--- src/rtl/multicycle_control.sv ---
// multicycle_control
// Sequencing controller for a multi-cycle RV32I datapath sharing one
// variable-latency memory port between instruction fetch and data access.
// Each instruction steps through FETCH, DECODE, EXECUTE, MEM, WRITEBACK.
//
// state | meaning
// ------+-------------------------------------------------------------
// 0     | FETCH     : read instruction, load IR and PC+4 on mem_ready
// 1     | DECODE    : classify opcode, flag illegal opcodes
// 2     | EXECUTE   : drive ALU; branches resolve and retire here
// 3     | MEM       : load/store data access, held until mem_ready
// 4     | WRITEBACK : register file write, instruction retires
// 5-7   | unreachable, recover to FETCH on the next edge
//
// Ports:
//   clk, rst_n            clock, asynchronous active-low reset
//   opcode                IR[6:0], used only in DECODE
//   zero                  ALU zero flag, used only in EXECUTE of a branch
//   mem_ready             memory completion, used in FETCH and MEM
//   pc_write, pc_src      PC load strobe and source (0 = PC+4, 1 = target)
//   ir_write              IR load strobe
//   mem_read, mem_write   memory requests
//   mem_to_reg            writeback mux select (1 = memory data)
//   alu_src, alu_op       ALU operand B select and operation class
//   reg_write             register file write enable
//   illegal, retired      single-cycle status pulses
//   state                 current state encoding, for debug
module multicycle_control #(
    parameter int OPCODE_W = 7
) (
    input  logic                clk,
    input  logic                rst_n,
    input  logic [OPCODE_W-1:0] opcode,
    input  logic                zero,
    input  logic                mem_ready,
    output logic                pc_write,
    output logic                pc_src,
    output logic                ir_write,
    output logic                mem_read,
    output logic                mem_write,
    output logic                mem_to_reg,
    output logic                alu_src,
    output logic [1:0]          alu_op,
    output logic                reg_write,
    output logic                illegal,
    output logic                retired,
    output logic [2:0]          state
);

    typedef enum logic [2:0] {
        S_FETCH     = 3'd0,
        S_DECODE    = 3'd1,
        S_EXECUTE   = 3'd2,
        S_MEM       = 3'd3,
        S_WRITEBACK = 3'd4
    } state_t;

    typedef enum logic [2:0] {
        C_NONE   = 3'd0,
        C_LOAD   = 3'd1,
        C_STORE  = 3'd2,
        C_BRANCH = 3'd3,
        C_OPIMM  = 3'd4,
        C_OP     = 3'd5
    } class_t;

    localparam logic [OPCODE_W-1:0] OPC_LOAD   = OPCODE_W'(7'b0000011);
    localparam logic [OPCODE_W-1:0] OPC_STORE  = OPCODE_W'(7'b0100011);
    localparam logic [OPCODE_W-1:0] OPC_BRANCH = OPCODE_W'(7'b1100011);
    localparam logic [OPCODE_W-1:0] OPC_OPIMM  = OPCODE_W'(7'b0010011);
    localparam logic [OPCODE_W-1:0] OPC_OP     = OPCODE_W'(7'b0110011);

    state_t r_state;
    class_t r_class;
    class_t w_dec_class;

    always_comb begin
        w_dec_class = C_NONE;
        case (opcode)
            OPC_LOAD:   w_dec_class = C_LOAD;
            OPC_STORE:  w_dec_class = C_STORE;
            OPC_BRANCH: w_dec_class = C_BRANCH;
            OPC_OPIMM:  w_dec_class = C_OPIMM;
            OPC_OP:     w_dec_class = C_OP;
            default:    w_dec_class = C_NONE;
        endcase
    end

    always_ff @(posedge clk or negedge rst_n) begin
        if (!rst_n) begin
            r_state <= S_FETCH;
            r_class <= C_NONE;
        end else begin
            case (r_state)
                S_FETCH: begin
                    if (mem_ready) r_state <= S_DECODE;
                end
                S_DECODE: begin
                    r_class <= w_dec_class;
                    r_state <= (w_dec_class == C_NONE) ? S_FETCH : S_EXECUTE;
                end
                S_EXECUTE: begin
                    case (r_class)
                        C_LOAD, C_STORE: r_state <= S_MEM;
                        C_OPIMM, C_OP:   r_state <= S_WRITEBACK;
                        default:         r_state <= S_FETCH;
                    endcase
                end
                S_MEM: begin
                    if (r_class != C_LOAD && r_class != C_STORE)
                        r_state <= S_FETCH;
                    else if (mem_ready)
                        r_state <= (r_class == C_LOAD) ? S_WRITEBACK : S_FETCH;
                end
                S_WRITEBACK: r_state <= S_FETCH;
                default:     r_state <= S_FETCH;
            endcase
        end
    end

    // Outputs are decoded from the current state; rst_n gates them so that
    // every strobe, including the FETCH read request, collapses the moment
    // reset asserts rather than waiting for a clock edge.
    always_comb begin
        pc_write   = 1'b0;
        pc_src     = 1'b0;
        ir_write   = 1'b0;
        mem_read   = 1'b0;
        mem_write  = 1'b0;
        mem_to_reg = 1'b0;
        alu_src    = 1'b0;
        alu_op     = 2'b00;
        reg_write  = 1'b0;
        illegal    = 1'b0;
        retired    = 1'b0;
        if (rst_n) begin
            case (r_state)
                S_FETCH: begin
                    mem_read = 1'b1;
                    ir_write = mem_ready;
                    pc_write = mem_ready;
                end
                S_DECODE: begin
                    illegal = (w_dec_class == C_NONE);
                end
                S_EXECUTE: begin
                    case (r_class)
                        C_LOAD, C_STORE: begin
                            alu_op  = 2'b00;
                            alu_src = 1'b1;
                        end
                        C_OPIMM: begin
                            alu_op  = 2'b10;
                            alu_src = 1'b1;
                        end
                        C_OP: begin
                            alu_op  = 2'b10;
                        end
                        C_BRANCH: begin
                            alu_op   = 2'b01;
                            pc_write = zero;
                            pc_src   = zero;
                            retired  = 1'b1;
                        end
                        default: ;
                    endcase
                end
                S_MEM: begin
                    // Address operands held so the effective address stays
                    // stable for the whole memory wait.
                    alu_op  = 2'b00;
                    alu_src = 1'b1;
                    if (r_class == C_LOAD) begin
                        mem_read = 1'b1;
                    end else if (r_class == C_STORE) begin
                        mem_write = 1'b1;
                        retired   = mem_ready;
                    end
                end
                S_WRITEBACK: begin
                    reg_write  = 1'b1;
                    retired    = 1'b1;
                    mem_to_reg = (r_class == C_LOAD);
                end
                default: ;
            endcase
        end
    end

    assign state = r_state;

endmodule

--- config.mk ---
export PLATFORM = sky130hd
export DESIGN_NAME = multicycle_control
export DESIGN_NICKNAME = d
export VERILOG_FILES = /design/src/rtl/multicycle_control.sv
export SDC_FILE = /design/constraint.sdc
export NUM_CORES = 1
export LEC_CHECK = 0
export CAP_MARGIN = 20
export CORE_UTILIZATION = 37
export DETAILED_ROUTE_END_ITERATION = 8
export MAX_ROUTING_LAYER = met4
export PLACE_DENSITY = 0.72
export SYNTH_ARGS = -nofsm -noshare
export SYNTH_HDL_FRONTEND = slang
export SYNTH_SLANG_ARGS = --single-unit
--- constraint.sdc ---
create_clock -name clk -period 1.95 [get_ports clk]
set_clock_uncertainty 0.2 [all_clocks]
set_input_delay 0.4875 -clock clk [delete_from_list [all_inputs] [get_ports clk]]
set_output_delay 0.4875 -clock clk [all_outputs]
set_load 0.01 [all_outputs]
==> metrics.cfg <==
[finish]
num-fill-cells=43
antennaDiodeCount=0
utilization=0.922
area_growth_syn_to_layout_pct=118
finalNonFillerCells=130
nets=129
finalInstanceArea_mm2=0.00108
drive_above_1_share=0.647

[yosys]
synthesis.nets=70
async_reset_ff_frac=1.00
synth_warnings=0
synthTopCellsByArea=dfrtp_1 (30%), nor3b_1 (6.1%), and2_1 (5.1%)
synthCells=59
synth.cell_area_um2=494
ys_ff_latch=6
avgSynthCellArea_um2=8.38
yosysTopAreaCell=dfrtp_1
synth-edff-count=0
ys_seq_area_frac=0.304
yosysUniqueCellTypes=29
synthFlopType=dfrtp_1
yosysTopAreaCellShare=0.304

[global_routing]
grt_max_degree=10
grt_pass1_vias=672
antenna_found_initial=0
overflow=0
grt_pass1_wl_um=3100
track_usage=0.328

[floorplanning]
fp.dieH_um=38.5
die_width_um=38.5
core_area_mm2=0.00117
dieArea_mm2=0.00149
initial_core_util=0.422
pin_count=26
num_rows=12

[timing]
slew_violations=0
hold_viol_final=0
postLayoutSetupSlackWorst_ps=-248
fin_crit_sh=1.13
fin_tns_setup_ps=-1950
maxSlewHeadroom=0.858
hold_slack_ps=71.1
min_period_ps=2200
fmax_mhz=455
grt_setup_unrepaired=yes
tightest_slew_ps=211
finalSetupViolCount=13

[route]
viasPerCell=5.92
num_vias=769
wire_per_inst_um=20.2
drc=0
drtAntennaViolNets=0
firstDrtPassIters=4
drt_wl_total_um=2630
drtIter0Drc=20

[setup_path]
worstSetupEndpointType=output port
crit_arrival_ps=1510
crit_path_start_kind=flop
cp_max_fo=4
r2r_slack_ps=190
worstSetupPathType=flop to output port
required_ps=1260

[clock_tree]
clock_latency_ps=260
clock_tree.root_cell=clkbuf_4
cts_hold_buf=0
cts.clk_slew.worst_paths_ps=50
cts_made_buffers=3
cts_tree=done
clk_path_buf_depth=2
clock-sinks=6
cts-htree-levels=1

[min_path]
hold_path.class=input pin to async pin

[placement]
place_inst=117
io_buffers=25
dpl_cell_area_um2=926
dpl.hpwl_um=1290
gp_congestion=0.745
place_ws_ps=-906

[power]
leakagePower_nw=0.553
powerDensity_mw_per_mm2=353
peakVddDrop_mv=0.311
p_total_mw=0.381

[job]
maxCapViolations=0

[run_status]
outcome=complete, but fails checks
violations=negative setup slack

[layer usage]
metal	part of all wire	global-route usage	up-vias
met3	0.069	0.105	20
met1	0.39	0.335	386
li1	-	-	324
met5	0	-	-
met4	0.047	0.190	0
met2	0.50	0.546	39
[layout by cell type, fill, tap and decap left out, types with 3 or more instances in the layout]
cell	instances
dfrtp_2	4
clkdlybuf4s15_1	4
clkbuf_4	3
buf_4	26
buf_6	9
nand2_1	4
dlygate4sd2_1	4
buf_2	10
o21ai_1	3
nor3b_2	3
[area by class of cell]
| class | instances | area, um2 | area share |
|---|---|---|---|
| inverter | 2 | 7.51 | 0.00695 |
| multi-input combinational | 47 | 413 | 0.382 |
| clock buffer | 3 | 22.5 | 0.0209 |
| tap | 14 | 17.5 | 0.0162 |
| sequential | 6 | 155 | 0.144 |
| timing repair buffer | 58 | 464 | 0.430 |
[worst paths after layout]
kind | start | cells past startpoint | end
min reg2reg | state[1] | 2 | state[2]
max reg2reg | state[2] | 5 | state[0]
max in group asynchronous | rst_n | 2 | state[0]
max | state[2] | 5 | pc_write
min in group clk | state[1] | 2 | state[2]
min | rst_n | 2 | r_class[1]
[report_power, final]
part	total [mW]	leakage (nW)	switching (mW)	internal, mW
clock	0.125	0.0138	0.0544	0.0703
combinational	0.122	0.464	0.0534	0.0689
sequential	0.134	0.0757	0.00620	0.128
[state kept, by name (all words and copies together), names as in the netlist]
name,cells
r_class,3
state,3
[critical path, cell delays in order, from the launching register on]
cell and delay [ps]:
dfrtp_1 380, nand3b_1 200, nor3b_2 210, buf_4 170, a31o_1 150, buf_2 130
[repair_timing]
item / CTS / global route
endpoints found under the setup margin: 14 / 16
gates resized for setup: 81 / 17
gates cloned: 0 / 0
pin swaps: 11 / 9
setup buffers: 7 / 5
hold endpoints to repair: 0 / 0
[cell usage after synthesis (all sizes together) (2+ instances only)]
master and number:
dfrtp 6, or3b 2, a21oi 3, xor2 2, and3 2, and2 4
nor3 2, mux2 2, a21o 2, o21ai 5, nand2 4, nor3b 4
inv 2, nand3b 2, nand2b 3, buf 3
[kinds of logic (layout without fill, tap and decap cells)]
kind of cell           after synthesis  count (layout)  synth area share
XOR/XNOR                             3               3            0.0532
AO/OA/AOI/OAI                       13              13             0.157
buffers and inverters                6              63            0.0532
AND/OR/NAND/NOR                     29              29             0.387
multiplexers                         2               2            0.0456
flip-flops                           6               6             0.304
Power figures use the tool's default switching activity.
